`config.mk`:
```
export PLATFORM = sky130hd
export DESIGN_NAME = vt52_vram_sched_flat
export DESIGN_NICKNAME = d
export VERILOG_FILES = /design/src/rtl/vt52_pkg.sv /design/src/rtl/vt52_vram_sched_if.sv /design/src/rtl/vt52_addr_map.sv /design/src/rtl/vt52_vram_sched.sv /design/src/flat_wrapper.sv
export SDC_FILE = /design/constraint.sdc
export NUM_CORES = 1
export LEC_CHECK = 0
export BUFFER_PORTS_ARGS = -buffer_cell sky130_fd_sc_hd__buf_2
export CAP_MARGIN = 20
export CORE_ASPECT_RATIO = 2
export CORE_MARGIN = 10
export CORE_UTILIZATION = 35
export DETAILED_ROUTE_END_ITERATION = 12
export SLEW_MARGIN = 25
export SYNTH_ARGS = -nofsm -noshare
export SYNTH_HDL_FRONTEND = slang
export SYNTH_SLANG_ARGS = --single-unit
```
`constraint.sdc`:
```
create_clock -name clk -period 4.7 [get_ports clk]
set_input_delay 1.175 -clock clk [delete_from_list [all_inputs] [get_ports clk]]
set_output_delay 1.175 -clock clk [all_outputs]
set_load 0.03 [all_outputs]
```
`src/rtl/vt52_pkg.sv`:
```
// VT52 character RAM scheduler: shared constants, op codes, sequencer state.
// Optional CPU readback port is built when VT52_VRAM_READBACK_EN is defined.
package vt52_pkg;

    localparam int         COLS      = 80;
    localparam int         ROWS      = 24;
    localparam logic [7:0] FILL_CHAR = 8'h20;

    localparam logic [1:0] OP_CLR_ROW = 2'd0;
    localparam logic [1:0] OP_SCROLL  = 2'd1;
    localparam logic [1:0] OP_CLR_ALL = 2'd2;
    localparam logic [1:0] OP_NOP     = 2'd3;

    typedef enum logic [1:0] {
        S_IDLE,
        S_CLR_ROW,
        S_CLR_ALL
    } seq_state_t;

    // Both operands are below rows, so one conditional subtract wraps.
    function automatic logic [4:0] prow_f(
        input logic [4:0] top,
        input logic [4:0] row,
        input int         rows
    );
        logic [5:0] sum;
        sum = {1'b0, top} + {1'b0, row};
        if (sum >= 6'(rows)) begin
            sum = sum - 6'(rows);
        end
        return sum[4:0];
    endfunction

endpackage

```
`src/rtl/vt52_vram_sched_if.sv`:
```
// Client and RAM bus bundle of the VT52 character RAM scheduler.
// Readback signals exist only when VT52_VRAM_READBACK_EN is defined.
interface vt52_vram_sched_if;

    logic        vid_req;
    logic [4:0]  vid_row;
    logic [6:0]  vid_col;
    logic        vid_valid;
    logic [7:0]  vid_data;

    logic        wr_req;
    logic [4:0]  wr_row;
    logic [6:0]  wr_col;
    logic [7:0]  wr_data;
    logic        wr_ack;

    logic        cmd_valid;
    logic        cmd_ready;
    logic [1:0]  cmd_op;
    logic [4:0]  cmd_row;
    logic        busy;
    logic [4:0]  top_row;

    logic [10:0] ram_addr;
    logic        ram_we;
    logic [7:0]  ram_wdata;
    logic [7:0]  ram_rdata;

`ifdef VT52_VRAM_READBACK_EN
    logic        rd_req;
    logic [4:0]  rd_row;
    logic [6:0]  rd_col;
    logic        rd_ack;
    logic [7:0]  rd_data;

    modport slave (
        input  vid_req, vid_row, vid_col,
        input  wr_req, wr_row, wr_col, wr_data,
        input  cmd_valid, cmd_op, cmd_row,
        input  ram_rdata,
        input  rd_req, rd_row, rd_col,
        output vid_valid, vid_data, wr_ack,
        output cmd_ready, busy, top_row,
        output ram_addr, ram_we, ram_wdata,
        output rd_ack, rd_data
    );

    modport master (
        output vid_req, vid_row, vid_col,
        output wr_req, wr_row, wr_col, wr_data,
        output cmd_valid, cmd_op, cmd_row,
        output ram_rdata,
        output rd_req, rd_row, rd_col,
        input  vid_valid, vid_data, wr_ack,
        input  cmd_ready, busy, top_row,
        input  ram_addr, ram_we, ram_wdata,
        input  rd_ack, rd_data
    );
`else
    modport slave (
        input  vid_req, vid_row, vid_col,
        input  wr_req, wr_row, wr_col, wr_data,
        input  cmd_valid, cmd_op, cmd_row,
        input  ram_rdata,
        output vid_valid, vid_data, wr_ack,
        output cmd_ready, busy, top_row,
        output ram_addr, ram_we, ram_wdata
    );

    modport master (
        output vid_req, vid_row, vid_col,
        output wr_req, wr_row, wr_col, wr_data,
        output cmd_valid, cmd_op, cmd_row,
        output ram_rdata,
        input  vid_valid, vid_data, wr_ack,
        input  cmd_ready, busy, top_row,
        input  ram_addr, ram_we, ram_wdata
    );
`endif

endinterface

```
`src/rtl/vt52_addr_map.sv`:
```
// Logical (row, col) to physical character RAM address under a scroll origin.
module vt52_addr_map #(
    parameter int COLS = vt52_pkg::COLS,
    parameter int ROWS = vt52_pkg::ROWS
) (
    input  logic [4:0]  top_i,
    input  logic [4:0]  row_i,
    input  logic [6:0]  col_i,
    output logic [10:0] addr_o
);
    import vt52_pkg::*;

    logic [4:0] prow;

    assign prow   = prow_f(top_i, row_i, ROWS);
    assign addr_o = 11'(prow) * 11'(COLS) + 11'(col_i);

endmodule

```
`src/rtl/vt52_vram_sched.sv`:
```
// VT52 character RAM scheduler: video > sequencer > (readback) > write slots.
// Define VT52_VRAM_READBACK_EN to add the rd_* readback client.
module vt52_vram_sched #(
    parameter int         COLS      = vt52_pkg::COLS,
    parameter int         ROWS      = vt52_pkg::ROWS,
    parameter int         RAM_LAT   = 1,
    parameter logic [7:0] FILL_CHAR = vt52_pkg::FILL_CHAR
) (
    input  logic            clk,
    input  logic            reset_n,
    vt52_vram_sched_if.slave bus
);
    import vt52_pkg::*;

    seq_state_t   state_q, state_d;
    logic [4:0]   top_q, top_d;
    logic [4:0]   row_q, row_d;
    logic [6:0]   col_q, col_d;

    logic [10:0]  addr_q, addr_d;
    logic         we_q, we_d;
    logic [7:0]   wdata_q, wdata_d;
    logic         ack_q, ack_d;
    logic [RAM_LAT:0] vpipe_q;

    logic [10:0]  vid_addr, wr_addr, seq_addr;
    logic         busy, cmd_fire;
    logic         g_vid, g_seq, g_wr;
    logic         col_last, row_last;

    vt52_addr_map #(.COLS(COLS), .ROWS(ROWS)) u_map_vid (
        .top_i  (top_q),
        .row_i  (bus.vid_row),
        .col_i  (bus.vid_col),
        .addr_o (vid_addr)
    );

    vt52_addr_map #(.COLS(COLS), .ROWS(ROWS)) u_map_wr (
        .top_i  (top_q),
        .row_i  (bus.wr_row),
        .col_i  (bus.wr_col),
        .addr_o (wr_addr)
    );

    // Sequencer already holds a physical row, so no origin offset.
    vt52_addr_map #(.COLS(COLS), .ROWS(ROWS)) u_map_seq (
        .top_i  (5'd0),
        .row_i  (row_q),
        .col_i  (col_q),
        .addr_o (seq_addr)
    );

`ifdef VT52_VRAM_READBACK_EN
    logic [10:0]      rd_addr;
    logic             g_rd;
    logic [RAM_LAT:0] rpipe_q;

    vt52_addr_map #(.COLS(COLS), .ROWS(ROWS)) u_map_rd (
        .top_i  (top_q),
        .row_i  (bus.rd_row),
        .col_i  (bus.rd_col),
        .addr_o (rd_addr)
    );
`endif

    always_ff @(posedge clk or negedge reset_n) begin
        if (!reset_n) begin
            state_q <= S_IDLE;
            top_q   <= '0;
            row_q   <= '0;
            col_q   <= '0;
        end else begin
            state_q <= state_d;
            top_q   <= top_d;
            row_q   <= row_d;
            col_q   <= col_d;
        end
    end

    assign col_last = (col_q == 7'(COLS - 1));
    assign row_last = (row_q == 5'(ROWS - 1));

    always_comb begin
        state_d = state_q;
        top_d   = top_q;
        row_d   = row_q;
        col_d   = col_q;
        unique case (state_q)
            S_IDLE: begin
                if (cmd_fire) begin
                    col_d = '0;
                    unique case (bus.cmd_op)
                        OP_CLR_ROW: begin
                            state_d = S_CLR_ROW;
                            row_d   = prow_f(top_q, bus.cmd_row, ROWS);
                        end
                        OP_SCROLL: begin
                            state_d = S_CLR_ROW;
                            row_d   = top_q;
                            top_d   = row_last_of(top_q);
                        end
                        OP_CLR_ALL: begin
                            state_d = S_CLR_ALL;
                            row_d   = '0;
                            top_d   = '0;
                        end
                        OP_NOP: ;
                        default: ;
                    endcase
                end
            end
            S_CLR_ROW: begin
                if (g_seq) begin
                    col_d = col_last ? 7'd0 : col_q + 7'd1;
                    if (col_last) state_d = S_IDLE;
                end
            end
            S_CLR_ALL: begin
                if (g_seq) begin
                    col_d = col_last ? 7'd0 : col_q + 7'd1;
                    if (col_last) begin
                        row_d = row_q + 5'd1;
                        if (row_last) state_d = S_IDLE;
                    end
                end
            end
            default: state_d = S_IDLE;
        endcase
    end

    function automatic logic [4:0] row_last_of(input logic [4:0] t);
        return (t == 5'(ROWS - 1)) ? 5'd0 : t + 5'd1;
    endfunction

    // Slot arbitration; a write never issues in a command accept cycle,
    // so its ack cannot land while the sequencer is running.
    always_comb begin
        busy     = (state_q != S_IDLE);
        cmd_fire = bus.cmd_valid & ~busy;
        g_vid    = bus.vid_req;
        g_seq    = ~g_vid & busy;
`ifdef VT52_VRAM_READBACK_EN
        g_rd     = ~g_vid & ~busy & bus.rd_req & ~(|rpipe_q);
        g_wr     = ~g_vid & ~busy & ~g_rd & bus.wr_req & ~ack_q & ~cmd_fire;
`else
        g_wr     = ~g_vid & ~busy & bus.wr_req & ~ack_q & ~cmd_fire;
`endif
    end

    always_comb begin
        addr_d  = addr_q;
        we_d    = 1'b0;
        wdata_d = wdata_q;
        ack_d   = 1'b0;
        unique case (1'b1)
            g_vid: addr_d = vid_addr;
            g_seq: begin
                addr_d  = seq_addr;
                we_d    = 1'b1;
                wdata_d = FILL_CHAR;
            end
`ifdef VT52_VRAM_READBACK_EN
            g_rd: addr_d = rd_addr;
`endif
            g_wr: begin
                addr_d  = wr_addr;
                we_d    = 1'b1;
                wdata_d = bus.wr_data;
                ack_d   = 1'b1;
            end
            default: ;
        endcase
    end

    always_ff @(posedge clk or negedge reset_n) begin
        if (!reset_n) begin
            addr_q  <= '0;
            we_q    <= 1'b0;
            wdata_q <= '0;
            ack_q   <= 1'b0;
            vpipe_q <= '0;
        end else begin
            addr_q  <= addr_d;
            we_q    <= we_d;
            wdata_q <= wdata_d;
            ack_q   <= ack_d;
            vpipe_q <= (vpipe_q << 1) | (RAM_LAT + 1)'(g_vid);
        end
    end

    assign bus.vid_valid = vpipe_q[RAM_LAT];
    assign bus.vid_data  = vpipe_q[RAM_LAT] ? bus.ram_rdata : 8'h00;
    assign bus.wr_ack    = ack_q;
    assign bus.cmd_ready = ~busy;
    assign bus.busy      = busy;
    assign bus.top_row   = top_q;
    assign bus.ram_addr  = addr_q;
    assign bus.ram_we    = we_q;
    assign bus.ram_wdata = wdata_q;

`ifdef VT52_VRAM_READBACK_EN
    always_ff @(posedge clk or negedge reset_n) begin
        if (!reset_n) begin
            rpipe_q <= '0;
        end else begin
            rpipe_q <= (rpipe_q << 1) | (RAM_LAT + 1)'(g_rd);
        end
    end

    assign bus.rd_ack  = rpipe_q[RAM_LAT];
    assign bus.rd_data = rpipe_q[RAM_LAT] ? bus.ram_rdata : 8'h00;
`endif

endmodule

```
`src/flat_wrapper.sv`:
```
// flat-port wrapper written by rule: the top's interface ports become plain ports
module vt52_vram_sched_flat import vt52_pkg::*;
#(
    parameter int         COLS      = vt52_pkg::COLS,
    parameter int         ROWS      = vt52_pkg::ROWS,
    parameter int         RAM_LAT   = 1,
    parameter logic [7:0] FILL_CHAR = vt52_pkg::FILL_CHAR
)
  (clk, reset_n, bus_vid_req, bus_vid_row, bus_vid_col, bus_wr_req, bus_wr_row, bus_wr_col, bus_wr_data, bus_cmd_valid, bus_cmd_op, bus_cmd_row, bus_ram_rdata, bus_vid_valid, bus_vid_data, bus_wr_ack, bus_cmd_ready, bus_busy, bus_top_row, bus_ram_addr, bus_ram_we, bus_ram_wdata);
  vt52_vram_sched_if bus_i ();
  input  logic clk;
  input  logic reset_n;
  input wire logic [$bits(bus_i.vid_req)-1:0] bus_vid_req;
  input wire logic [$bits(bus_i.vid_row)-1:0] bus_vid_row;
  input wire logic [$bits(bus_i.vid_col)-1:0] bus_vid_col;
  input wire logic [$bits(bus_i.wr_req)-1:0] bus_wr_req;
  input wire logic [$bits(bus_i.wr_row)-1:0] bus_wr_row;
  input wire logic [$bits(bus_i.wr_col)-1:0] bus_wr_col;
  input wire logic [$bits(bus_i.wr_data)-1:0] bus_wr_data;
  input wire logic [$bits(bus_i.cmd_valid)-1:0] bus_cmd_valid;
  input wire logic [$bits(bus_i.cmd_op)-1:0] bus_cmd_op;
  input wire logic [$bits(bus_i.cmd_row)-1:0] bus_cmd_row;
  input wire logic [$bits(bus_i.ram_rdata)-1:0] bus_ram_rdata;
  output wire logic [$bits(bus_i.vid_valid)-1:0] bus_vid_valid;
  output wire logic [$bits(bus_i.vid_data)-1:0] bus_vid_data;
  output wire logic [$bits(bus_i.wr_ack)-1:0] bus_wr_ack;
  output wire logic [$bits(bus_i.cmd_ready)-1:0] bus_cmd_ready;
  output wire logic [$bits(bus_i.busy)-1:0] bus_busy;
  output wire logic [$bits(bus_i.top_row)-1:0] bus_top_row;
  output wire logic [$bits(bus_i.ram_addr)-1:0] bus_ram_addr;
  output wire logic [$bits(bus_i.ram_we)-1:0] bus_ram_we;
  output wire logic [$bits(bus_i.ram_wdata)-1:0] bus_ram_wdata;
  assign bus_i.vid_req = bus_vid_req;
  assign bus_i.vid_row = bus_vid_row;
  assign bus_i.vid_col = bus_vid_col;
  assign bus_i.wr_req = bus_wr_req;
  assign bus_i.wr_row = bus_wr_row;
  assign bus_i.wr_col = bus_wr_col;
  assign bus_i.wr_data = bus_wr_data;
  assign bus_i.cmd_valid = bus_cmd_valid;
  assign bus_i.cmd_op = bus_cmd_op;
  assign bus_i.cmd_row = bus_cmd_row;
  assign bus_i.ram_rdata = bus_ram_rdata;
  assign bus_vid_valid = bus_i.vid_valid;
  assign bus_vid_data = bus_i.vid_data;
  assign bus_wr_ack = bus_i.wr_ack;
  assign bus_cmd_ready = bus_i.cmd_ready;
  assign bus_busy = bus_i.busy;
  assign bus_top_row = bus_i.top_row;
  assign bus_ram_addr = bus_i.ram_addr;
  assign bus_ram_we = bus_i.ram_we;
  assign bus_ram_wdata = bus_i.ram_wdata;
  vt52_vram_sched #(.COLS(COLS), .ROWS(ROWS), .RAM_LAT(RAM_LAT), .FILL_CHAR(FILL_CHAR)) u_core (.clk(clk), .reset_n(reset_n), .bus(bus_i));
endmodule
```
# After elaboration in Yosys (flattened, before gate mapping)
# Cells that the tools add are included.
# totals
regBits	42
out_inout_bits	37
# op_classes
n_addsub	13
mul	3
order_cmp	4
n_eq_ne	16
mux	28
bitwise	11
reduce_logical	15
# ops
op	n
5-bit two-way mux	8
11-bit by 7-bit adder with 11-bit output	3
11-bit case mux with 3 select lines	1
5-bit by 3-bit multiplier with 7-bit output (second input constant)	3
7-bit two-way mux	3
5-bit case mux with 2 select lines	2
5-bit subtractor (second input constant)	4
5-bit by 5-bit adder with 6-bit output	3
6-bit by 5-bit >= comparator with 1-bit output (second input constant)	3
8-bit case mux with 2 select lines	1
5-bit case mux with 3 select lines	1
2-bit by 1-bit != test with 1-bit output (second input constant)	7
7-bit case mux with 2 select lines	1
2-bit two-way mux	6
5-bit by 1-bit adder with 5-bit output (second input constant)	2
5-bit == test (second input constant)	2
2-bit nonzero test	5
8-bit two-way mux	1
7-bit by 1-bit adder with 7-bit output (second input constant)	1
7-bit == test (second input constant)	1
7-bit AND reduction	1
1-bit AND	6
2-bit case mux with 3 select lines	1
3-bit AND reduction	2
other kinds (13)	22

# Depth between registers and ports, before layout
# Gate-level depths: netlist (run 1).
# logic_depth
word_depth	8
depth_mapped	19
mapped_depth_nobuf	19

# Hierarchy
# Synthesis (run 1) repeated with hierarchy kept, for this count alone.
# hier_totals
cells_unflattened	469
area_unflattened_um2	4186.5
# by_module_without_submodules
module	n_inst	cells_each	area_per_inst_um2	seq_area_each_um2
vt52_vram_sched	1	280	2549.9	1051.0
vt52_addr_map (u_core.u_map_vid ...)	2	63	549.3	0.0
vt52_addr_map (u_core.u_map_seq)	1	63	538.0	0.0

# Worst setup path after synthesis (run 1)
# Ideal clock, no wire load.
# synth_path
path_kind	in2reg
start	input port bus_vid_row[0]
end	register u_core.addr_q[10] (netlist: u_core.bus.ram_addr[10])
setup_time_ns	0.124
arrival_time_ns	4.837
path_slack_ns	-0.261
path_stages	16
n_path_buf	0
cell_sequence	ha_1 fa_1 a21o_1 a21oi_2 nor2_1 mux2_4 or2_2 ha_1 inv_1 fa_1 or2_2 o21a_1 o32ai_1 o21ai_0 and3b_1 a211o_1
# synth_between
elab_chain_len	6
# synth_lines
item	line_no	text
start: declaration	flat_wrapper.sv:14	input wire logic [$bits(bus_i.vid_row)-1:0] bus_vid_row;
5-bit by 5-bit adder with 6-bit output (*)	vt52_pkg.sv:27	sum = {1'b0, top} + {1'b0, row};
5-bit subtractor or 6-bit by 5-bit >= comparator with 1-bit output (tied branches)	vt52_pkg.sv:29, vt52_pkg.sv:28	
5-bit two-way mux (*)	vt52_pkg.sv:28	if (sum >= 6'(rows)) begin
5-bit by 3-bit multiplier with 7-bit output (*)	vt52_addr_map.sv:16	assign addr_o = 11'(prow) * 11'(COLS) + 11'(col_i);
11-bit by 7-bit adder with 11-bit output (*)	vt52_addr_map.sv:16	
11-bit case mux with 3 select lines (*)	vt52_vram_sched.sv:155	unique case (1'b1)
end signal: assignment	vt52_vram_sched.sv:183	addr_q <= addr_d;
end: declaration	vt52_vram_sched.sv:20	logic [10:0] addr_q, addr_d;
# Every way passes the cells marked *; elsewhere a longest branch is shown, timed or not.
# A chain may end at the register's enable or synchronous reset.

# Final worst setup path (run 1)
# layout_path
start	input port bus_wr_row[0]
end	register u_core.addr_q[10] (netlist: u_core.bus.ram_addr[10])
# layout_between
elab_chain_len	6
# layout_lines
item	line_no	text
start: declaration	flat_wrapper.sv:17	input wire logic [$bits(bus_i.wr_row)-1:0] bus_wr_row;
5-bit by 5-bit adder with 6-bit output (*)	vt52_pkg.sv:27	
5-bit subtractor or 6-bit by 5-bit >= comparator with 1-bit output (tied branches)	vt52_pkg.sv:29, vt52_pkg.sv:28	
5-bit two-way mux (*)	vt52_pkg.sv:28	
5-bit by 3-bit multiplier with 7-bit output (*)	vt52_addr_map.sv:16	
11-bit by 7-bit adder with 11-bit output (*)	vt52_addr_map.sv:16	
11-bit case mux with 3 select lines (*)	vt52_vram_sched.sv:155	
# Marks and branches as above.

==> results.py, run 1 <==
metrics = {
    "drt": {
        "drt_iter0_markers": 111,
        "first_pass_iters": 4,
        "avgViaCountPerCell": 5.24,
        "num_vias": 3653,
        "wl_per_cell_um": 15.6,
        "postRouteAntennaNets": 0,
        "drc": 0,
        "routed_wl_um": 10900,
    },
    "worst_setup_path": {
        "cp_data_arrival_time_ns": 4.70,
        "crit_path_max_incr_delay_ns": 0.43,
        "required_ns": 4.87,
        "crit_chain": "buf_2 > ha_1 > inv_1 > fa_1 > nor2b_4 > or4_1 > a21boi_0 > o221ai_1 > o31ai_4 > ha_1 > inv_1 > fa_1 > or2_2 > o21ai_0 > nor4b_1 > o21bai_1 > xor2_1 > a211o_1",
        "end_kind": "register",
        "cpMaxStageDelayCell": "fa_1",
        "crit_path_start_kind": "input pin",
        "critPathKind": "input pin to register",
        "critical_path.max_fanout": 4,
    },
    "floorplanning": {
        "die-area_um2": 16200,
        "initial_utilization_pct": 36.0,
        "rows": 54,
        "die_h_um": 170,
        "coreArea_um2": 11000,
        "die_w_um": 95.2,
        "ios": 89,
    },
    "final_layout": {
        "antenna_cells": 0,
        "layout-drive-gt1-share_pct": 25.9,
        "fin_area_um2": 4900,
        "nNetsFinal": 670,
        "syn_to_final_growth_pct": 23.7,
        "mostFrequentLayoutCell": "buf_2",
        "final_cell_mix": "87 x buf_2, 63 x nand2_1, 50 x ha_1",
        "n_fill_cell": 1090,
    },
    "power": {
        "vdd_drop_max_mv": 0.312,
        "leakage_nw": 2.38,
        "netSwitchingFraction_pct": 47.6,
        "combPwrFrac_pct": 72.0,
        "powerDensity_nw_per_um2": 726,
        "intPower_mw": 1.87,
        "clkPwrFrac_pct": 11.0,
        "p_sw_mw": 1.69,
        "sequentialPowerShare_pct": 17.0,
    },
    "cts": {
        "htreeDepth": 2,
        "cts_hold_buf": 0,
        "tritoncts": "done",
        "cts-root-buf": "clkbuf_16",
        "clkTransAtPathRegs_ns": 0.06,
        "clk_latency_ns": 0.29,
        "clock_path_buffers": 2,
        "cts_sinks": 42,
        "numCtsBuffers": 5,
    },
    "synth": {
        "ys_warn_count": 0,
        "synthArstFlopShare_pct": 100,
        "syn_nets": 567,
        "yosysSeqAreaShare_pct": 26.5,
        "synth_edf_count": 0,
        "synth_seq_cells": 42,
        "yosys_most_used_dff": "dfrtp_1",
        "postSynthCellCount": 453,
        "post_synth.cell_area_avg_um2": 8.75,
        "ys_types": 65,
        "netlist_area_um2": 3960,
    },
    "grt": {
        "antenna_found_initial": 0,
        "first_global_vias": 3746,
        "grt_util_met1_pct": 13.2,
        "grt_pass1_wl_um": 17300,
        "grtUsageMet2_pct": 24.4,
        "gr-total-overflow": 0,
        "grtUsageTotal_pct": 13.1,
        "grt_start_max_net_pins": 43,
        "grtUsageMet3_pct": 3.04,
        "grt_busiest_layer": "met2",
    },
    "min_path": {
        "min_path_type": "register to register",
    },
    "placement": {
        "hpwlAfterDp_um": 8860,
        "place.gp.congestion": 0.840,
        "numPortBuffers": 88,
        "placed_area_um2": 4670,
    },
    "timing": {
        "skew_ns": 0.00566,
        "fmax_mhz": 221,
        "setup_viol": 0,
        "drv_slew": 0,
        "worst_slew_pin_slew_ns": 0.801,
        "hold_violations": 0,
        "tns_ns": 0,
        "min_period_ns": 4.52,
        "max-slew-margin-rel_pct": 46.5,
        "fin_crit_sh_pct": 96.2,
    },
    "run": {
        "maxCapViolCount": 0,
    },
    "status": {
        "outcome": "finished clean",
    },
}
repair_timing:
item	CTS	global route
pin swaps	0	7
gates resized for setup	1	10
setup endpoints to repair	1	2
setup buffers	0	3
path summary, 6_finish.rpt:
kind,start,slack (ns),depth (start not counted),endpoint
min reg2reg,u_core.vpipe_q[0],0.35,0,u_core.vpipe_q[1]
min,u_core.vpipe_q[0],0.35,0,u_core.vpipe_q[1]
max,bus_wr_row[0],0.18,18,u_core.bus.ram_addr[10]
max reg2reg,u_core.bus.top_row[1],0.58,18,u_core.bus.ram_addr[10]
max in group asynchronous,reset_n,3.44,1,u_core.bus.ram_addr[7]
min in group asynchronous,reset_n,0.87,1,u_core.state_q[0]
power groups by stage:
stage,clock network (mW),logic [mW],registers [mW]
6_report,0.391,2.56,0.604
5_1_grt,0.413,2.86,0.625
4_1_cts,0.398,2.51,0.607
3_5_place_dp,0,2.48,0.614
3_3_place_gp,0,2.41,0.609
2_1_floorplan,0,1.63,0.759
logic make-up (layout without fill, tap and decap cells):
group	count (synthesis)	count (layout)	share of synthesized area [%]
AND/OR/NAND/NOR	147	147	18.7
AO/OA/AOI/OAI	128	128	22.0
adder cells (fa/ha/maj)	62	62	21.3
buffers and inverters	46	150	4.55
flip-flops	42	42	26.5
XOR/XNOR	25	25	6.00
multiplexers	3	3	0.884
layer usage:
metal / part of all wire [%] / vias up
met3: 6.6 / 24
met5: 0 / -
met1: 38 / 1717
met4: 3.0 / 0
met2: 53 / 99
li1: - / 1813
per-stage QoR:
step	instances	setup slack, ns	hold WS [ns]	utilization (%)	total power [mW]
4_1_cts	694	0.0520	0.351	43.9	3.51
3_3_place_gp	686	-0.146	0.332	42.4	3.02
2_1_floorplan	453	0.0426	0.331	-	2.39
6_report	697	0.178	0.353	44.5	3.56
3_5_place_dp	686	-0.323	0.336	42.4	3.10
5_1_grt	697	-0.0112	0.374	44.5	3.89
layout make-up:
type                            count  area, um^2  area share [%]
Multi-Input combinational cell    365        2780            56.8
Sequential cell                    42        1050            21.5
Timing Repair Buffer              109         601            12.3
Tap cell                          140         175            3.58
Clock buffer                        6         129            2.63
Inverter                           33         124            2.53
Clock inverter                      2        37.5           0.766
cell usage after synthesis (all sizes together) (2+ instances only):
cell type   n  share of area [%]
a211oi      4               0.88
a21o       15                2.8
a21oi      31                4.6
a221oi      2               0.44
a222oi      6                1.5
a22o        2               0.44
a22oi       2               0.38
a31oi       5               0.79
and2        9                1.5
buf         6               0.76
clkbuf      7               0.66
dfrtp      42                 27
fa          9                4.5
ha         53                 17
inv        33                3.1
mux2i       2               0.51
nand2      63                6.0
nand2b      6               0.95
nand3       9                1.1
nand3b      2               0.38
nor2       20                1.9
nor2b      10                1.8
nor3        7                1.1
nor3b       6                1.1
nor4        4               0.79
o211ai      2               0.38
o21ai      34                4.3
o21bai      2               0.38
o22ai       2               0.32
o31ai       8                2.0
or2         5               0.79
or4         2               0.47
xnor2      14                3.1
xor2       11                2.9
worst max-delay path: cells and delay by family:
kind            cells  cell delay, ns
compound gates      6            1.08
simple gates        4            0.82
fa+ha+maj           4            1.33
xor+xnor            1            0.09
buf+inv             3            0.20
flip-flops by register name, indices dropped and copies added (netlist names):
register / cells
u_core.bus.wr_ack: 1
u_core.bus.ram_we: 1
u_core.bus.top_row: 5
u_core.state_q: 2
u_core.bus.ram_addr: 11
u_core.row_q: 5
u_core.bus.ram_wdata: 8
u_core.col_q: 7
u_core.vpipe_q: 2
Note: power is estimated with default switching activity, not from simulation.
==> run 2, diff against run 1 <==
==> constraint.sdc (replaced) <==
create_clock -name clk -period 4.7 [get_ports clk]
set_input_delay 0.235 -clock clk [delete_from_list [all_inputs] [get_ports clk]]
set_output_delay 0.235 -clock clk [all_outputs]
set_load 0.03 [all_outputs]
==> results.py, run 2 (same netlist as run 1, synthesis figures left out) <==
metrics = {
    "status": {
        "outcome": "finished clean",
    },
    "timing": {
        "grt_setup_unrepaired": "false",
        "setup_viol": 0,
        "max-slew-margin-rel_pct": 50.1,
        "fin_crit_sh_pct": 94.0,
        "hold-worst-slack_ns": 0.152,
        "tns_ns": 0,
        "skew_ns": 0.00578,
        "worst_slew_pin_slew_ns": 0.748,
        "hold_violations": 0,
        "fmax_mhz": 226,
        "drv_slew": 0,
        "min_period_ns": 4.42,
    },
    "grt": {
        "first_global_vias": 3734,
        "gr-total-overflow": 0,
        "grt_start_max_net_pins": 43,
        "antenna_found_initial": 0,
        "grtUsageTotal_pct": 13.2,
        "grt_pass1_wl_um": 17500,
    },
    "worst_setup_path": {
        "crit_buf_inv": 1,
        "critical_path.max_fanout": 6,
        "cp_data_arrival_time_ns": 4.59,
        "crit_chain": "ha_1 > fa_1 > a21o_1 > a21oi_2 > nor2_1 > mux2_4 > or2_2 > ha_1 > inv_1 > fa_1 > or2_2 > o21a_1 > o32ai_1 > o21ai_0 > and3b_1 > a211o_1",
        "cpMaxStageDelayCell": "fa_1",
        "crit_path_start_kind": "register",
        "worst_r2r_path_depth": 16,
        "critPathKind": "register to register",
        "critical_path.top_delay_family": "adder cells",
        "required_ns": 4.87,
        "r2r_start": "u_core.bus.top_row[0]",
        "reg2reg_slack_ns": 0.28,
        "crit_path_max_incr_delay_ns": 0.46,
        "r2r-end": "u_core.bus.ram_addr[10]",
        "end_kind": "register",
    },
    "min_path": {
        "hold_path_end": "u_core.bus.ram_wdata[2]",
        "holdCritStartpoint": "bus_wr_data[2]",
        "hold_path_depth": 3,
        "min_path_type": "input pin to register",
    },
    "floorplanning": {
        "initial_utilization_pct": 36.0,
        "ios": 89,
        "coreArea_um2": 11000,
        "die_w_um": 95.2,
        "die-area_um2": 16200,
        "die_h_um": 170,
        "rows": 54,
    },
    "cts": {
        "clk_latency_ns": 0.29,
        "numCtsBuffers": 5,
        "htreeDepth": 2,
        "cts-root-buf": "clkbuf_16",
        "cts_resized": 0,
        "tritoncts": "done",
        "clock_path_buffers": 2,
        "clkTransAtPathRegs_ns": 0.07,
        "cts_sinks": 42,
    },
    "power": {
        "sequentialPowerShare_pct": 17.7,
        "netSwitchingFraction_pct": 49.2,
        "combPwrFrac_pct": 71.5,
        "clkPwrFrac_pct": 10.9,
        "leakage_nw": 2.30,
        "vdd_drop_max_mv": 0.333,
        "powerDensity_nw_per_um2": 690,
        "p_sw_mw": 1.61,
        "intPower_mw": 1.66,
    },
    "final_layout": {
        "final_cell_mix": "87 x buf_2, 63 x nand2_1, 53 x ha_1",
        "regArea_um2": 1050,
        "antenna_cells": 0,
        "post-route-util_pct": 43.0,
        "mostFrequentLayoutCell": "buf_2",
        "n_fill_cell": 1093,
        "syn_to_final_growth_pct": 19.5,
        "multi_input_area_um2": 2730,
        "nNetsFinal": 657,
        "fin_area_um2": 4740,
        "largest_reg_flops": 11,
        "layout-drive-gt1-share_pct": 22.4,
    },
    "drt": {
        "first_pass_iters": 5,
        "drt_iter0_markers": 116,
        "drc": 0,
        "postRouteAntennaNets": 0,
        "wl_per_cell_um": 15.6,
        "num_vias": 3573,
        "avgViaCountPerCell": 5.22,
        "routed_wl_um": 10700,
    },
    "placement": {
        "place.gp.congestion": 0.861,
        "placed_area_um2": 4570,
        "hpwlAfterDp_um": 8860,
        "numPortBuffers": 88,
    },
    "run": {
        "maxCapViolCount": 0,
    },
}
-- run 2: worst min-delay path, delay by kind of cell --
family	cells	cell delay (ns)
AO/OA/AOI/OAI	1	0.06
buffers and inverters	1	0.07
AND/OR/NAND/NOR	1	0.03
-- run 2: final cells by class --
cell class	count	area share, %
Sequential cell	42	22.2
Clock inverter	3	0.502
Tap cell	140	3.70
Timing Repair Buffer	96	10.7
Clock buffer	5	2.64
Multi-Input combinational cell	365	57.7
Inverter	33	2.62
-- run 2: worst max-delay path by stage --
stage                          startpoint                       to  slack (ns)  depth (start not counted)
detailed placement  u_core.bus.top_row[0]  u_core.bus.ram_addr[10]        0.26                         16
global placement    u_core.bus.top_row[0]  u_core.bus.ram_addr[10]        0.41                         16
global route        u_core.bus.top_row[0]  u_core.bus.ram_addr[10]        0.02                         16
CTS                 u_core.bus.top_row[0]  u_core.bus.ram_addr[10]        0.25                         16
finish              u_core.bus.top_row[0]  u_core.bus.ram_addr[10]        0.28                         16
floorplan           u_core.bus.top_row[0]  u_core.bus.ram_addr[10]        0.26                         16
-- run 2: through the flow --
step	std cells	power (mW)	setup slack, ns
2_1_floorplan	453	2.37	0.262
3_3_place_gp	675	2.87	0.406
3_5_place_dp	675	2.94	0.260
4_1_cts	683	3.31	0.251
5_1_grt	684	3.60	0.0198
6_report	684	3.27	0.280
-- run 2: timing repair --
| item | CTS | global route |
|---|---|---|
| hold endpoints to repair | 0 | 23 |
| setup buffers | 0 | 0 |
| setup endpoints to repair | 0 | 0 |
| hold buffers | 0 | 1 |
-- run 2: per-layer routing --
layer  track usage [%]  part of all wire (%)
met4              5.56                   2.8
met2              25.1                    54
met3              2.64                   7.3
met1              13.3                    36
met5                 0                     0
-- run 2: power by group through the flow --
stage | sequential (mW) | clock [mW] | combinational (mW)
4_1_cts | 0.580 | 0.364 | 2.37
2_1_floorplan | 0.759 | 0 | 1.61
3_5_place_dp | 0.586 | 0 | 2.35
3_3_place_gp | 0.583 | 0 | 2.29
5_1_grt | 0.598 | 0.377 | 2.63
6_report | 0.578 | 0.355 | 2.33
==> run 3, diff against run 2 <==
Settings changed: ABC_AREA set to 1.
==> results.py, run 3 <==
metrics = {
    "power": {
        "powerDensity_nw_per_um2": 721,
        "total_power_mw": 3.41,
        "vdd_drop_max_mv": 0.262,
        "leakage_nw": 2.57,
    },
    "timing": {
        "worst_slew_pin_slew_ns": 0.553,
        "tns_ns": 0,
        "grt_setup_unrepaired": "false",
        "skew_ns": 0.00630,
        "min_period_ns": 3.75,
        "fin_crit_sh_pct": 79.8,
        "hold_violations": 0,
        "fmax_mhz": 267,
        "setup_viol": 0,
        "drv_slew": 0,
        "max-slew-margin-rel_pct": 63.1,
    },
    "drt": {
        "num_vias": 3737,
        "postRouteAntennaNets": 0,
        "drc": 0,
        "routed_wl_um": 11300,
        "dr_wl_met3_um": 708,
        "drt_iter0_markers": 114,
        "first_pass_iters": 5,
        "topRoutingLayerUsed": "met4",
        "wl_per_cell_um": 15.1,
        "wl_met2_um": 6310,
        "met1_length_um": 3840,
        "avgViaCountPerCell": 5.00,
    },
    "synth": {
        "synth_seq_cells": 42,
        "synthTopCellsByArea": "dfrtp_1 26%, ha_1 17%, nand2_1 9.6%",
        "synth_top_area_cell": "dfrtp_1",
        "yosysTopAreaCellShare_pct": 26.2,
        "ys_types": 49,
        "yosys.cell_count.top_type": "nand2_1",
        "post_synth.cell_area_avg_um2": 7.83,
        "netlist_area_um2": 4010,
        "yosysSeqAreaShare_pct": 26.2,
        "yosys_most_used_dff": "dfrtp_1",
        "synthArstFlopShare_pct": 100,
        "synth_commonest_cells": "103 x nand2_1, 75 x inv_1, 53 x ha_1, 48 x nand3_1, 42 x dfrtp_1",
        "synth_edf_count": 0,
        "postSynthCellCount": 512,
        "ys_warn_count": 0,
        "syn_nets": 626,
    },
    "worst_setup_path": {
        "required_ns": 4.92,
        "end_kind": "register",
        "critical_path.max_fanout": 9,
        "r2r_start": "u_core.bus.top_row[0]",
        "worst_r2r_path_depth": 20,
        "cp_data_arrival_time_ns": 3.97,
        "crit_path_start_kind": "register",
        "reg2reg_slack_ns": 0.95,
        "critPathKind": "register to register",
        "r2r-end": "u_core.bus.ram_addr[10]",
    },
    "cts": {
        "clock_path_buffers": 2,
        "clkTransAtPathRegs_ns": 0.07,
        "cts_sinks": 42,
        "numCtsBuffers": 5,
        "cts-root-buf": "clkbuf_16",
        "tritoncts": "done",
        "cts_setup_buffers": 0,
        "htreeDepth": 2,
        "clk_latency_ns": 0.29,
    },
    "min_path": {
        "min_path_type": "input pin to register",
        "holdCritStartpoint": "bus_vid_req",
        "hold_path_end": "u_core.vpipe_q[0]",
        "hold_path_depth": 1,
    },
    "placement": {
        "numPortBuffers": 88,
        "placed_area_um2": 4570,
        "hpwlAfterDp_um": 9530,
        "place.gp.congestion": 0.817,
    },
    "final_layout": {
        "nNetsFinal": 718,
        "final_cell_mix": "103 x nand2_1, 87 x buf_2, 75 x inv_1",
        "antenna_cells": 0,
        "multi_input_area_um2": 2580,
        "fin_area_um2": 4730,
        "mostFrequentLayoutCell": "nand2_1",
        "regArea_um2": 1050,
        "n_fill_cell": 1181,
        "syn_to_final_growth_pct": 18.1,
        "layout-drive-gt1-share_pct": 21.2,
        "largest_reg_flops": 11,
    },
    "grt": {
        "grtUsageTotal_pct": 14.2,
        "gr-total-overflow": 0,
        "grt_start_max_net_pins": 43,
        "antenna_found_initial": 0,
        "first_global_vias": 3914,
        "grt_pass1_wl_um": 18400,
    },
    "floorplanning": {
        "die-area_um2": 16400,
        "coreArea_um2": 11300,
        "die_w_um": 95.7,
        "die_h_um": 171,
        "rows": 55,
        "initial_utilization_pct": 35.5,
        "ios": 89,
    },
    "run": {
        "maxCapViolCount": 0,
    },
    "status": {
        "outcome": "finished clean",
    },
}
-- run 3: changes by cell type after synthesis, sizes merged, moves of 6 or more --
cell	delta
xnor2	-8
nand2b	-6
o31ai	-6
nor2b	-10
and2	-9
inv	+46
o21ai	-6
a222oi	-6
nor2	+21
nor3b	-6
nand2	+46
a21o	-12
nand3	+42
-- run 3: metrics by stage --
step | hold slack [ns] | cells | setup slack, ns | utilization (%)
final | 0.105 | 747 | 0.951 | 41.9
after global routing | 0.101 | 747 | 0.573 | 41.9
after CTS | 0.101 | 746 | 0.941 | 41.8
after detailed placement | 0.342 | 738 | 0.974 | 40.5
after global placement | 0.335 | 738 | 1.08 | 40.5
after floorplan | -0.0606 | 512 | 1.08 | -
-- run 3: area by class of cell --
type	instances	share of cell area, %
Inverter	80	6.66
Clock inverter	2	0.264
Multi-Input combinational cell	385	54.5
Tap cell	142	3.75
Sequential cell	42	22.2
Clock buffer	6	2.93
Timing Repair Buffer	90	9.73
-- run 3: worst max-delay path by stage --
stage	from	to	slack, ns	cells past startpoint
final	u_core.bus.top_row[0]	u_core.bus.ram_addr[10]	0.95	20
after global routing	u_core.bus.top_row[0]	u_core.bus.ram_addr[10]	0.57	20
after CTS	u_core.bus.top_row[0]	u_core.bus.ram_addr[10]	0.94	20
after detailed placement	u_core.bus.top_row[0]	u_core.bus.ram_addr[10]	0.97	20
after global placement	u_core.bus.top_row[0]	u_core.bus.ram_addr[10]	1.08	20
after floorplan	u_core.bus.top_row[0]	u_core.bus.ram_addr[10]	1.08	20
-- run 3: cells by family (layout without fill, tap and decap cells) --
group | count (synthesis) | in the layout | synth area share, %
AOI/OAI and AO/OA | 93 | 93 | 14.9
xor gates and xnor gates | 13 | 13 | 2.84
adders and majority gates | 62 | 62 | 21.0
buffers and inverters | 85 | 178 | 9.46
DFF | 42 | 42 | 26.2
and+or+nand+nor | 217 | 217 | 25.6
-- run 3: timing repair --
item	4_1_cts	5_1_grt
hold buffers	0	1
resized for setup	0	0
setup endpoints to repair	0	0
hold endpoints to repair	0	31
-- run 3: routing by layer --
layer  track usage [%]  vias to the layer above
met1              13.3                     1726
met2              27.6                       93
met5                 0                        -
met4              7.09                        0
met3              2.44                       23
li1                  -                     1895
-- run 3: critical path, stage by stage (launching register included) --
cell and delay, ns:
dfrtp_1 0.52, ha_1 0.24, inv_1 0.06, fa_1 0.39
inv_1 0.07, nand3_1 0.11, nand2_1 0.11, nand2_1 0.05
nand2_1 0.09, nand3_1 0.08, o21ai_0 0.12, ha_1 0.28
ha_1 0.22, inv_1 0.08, fa_1 0.44, or2_2 0.32
nor2_1 0.13, inv_1 0.05, nand3_1 0.09, nand3_2 0.07
a21oi_1 0.14
-- run 3: power breakdown --
group	total, mW	internal, mW	leakage, nW	switching (mW)
logic	2.41	0.885	1.96	1.52
registers	0.647	0.507	0.533	0.139
clock network	0.359	0.211	0.0729	0.149
total	3.41	1.60	2.57	1.81
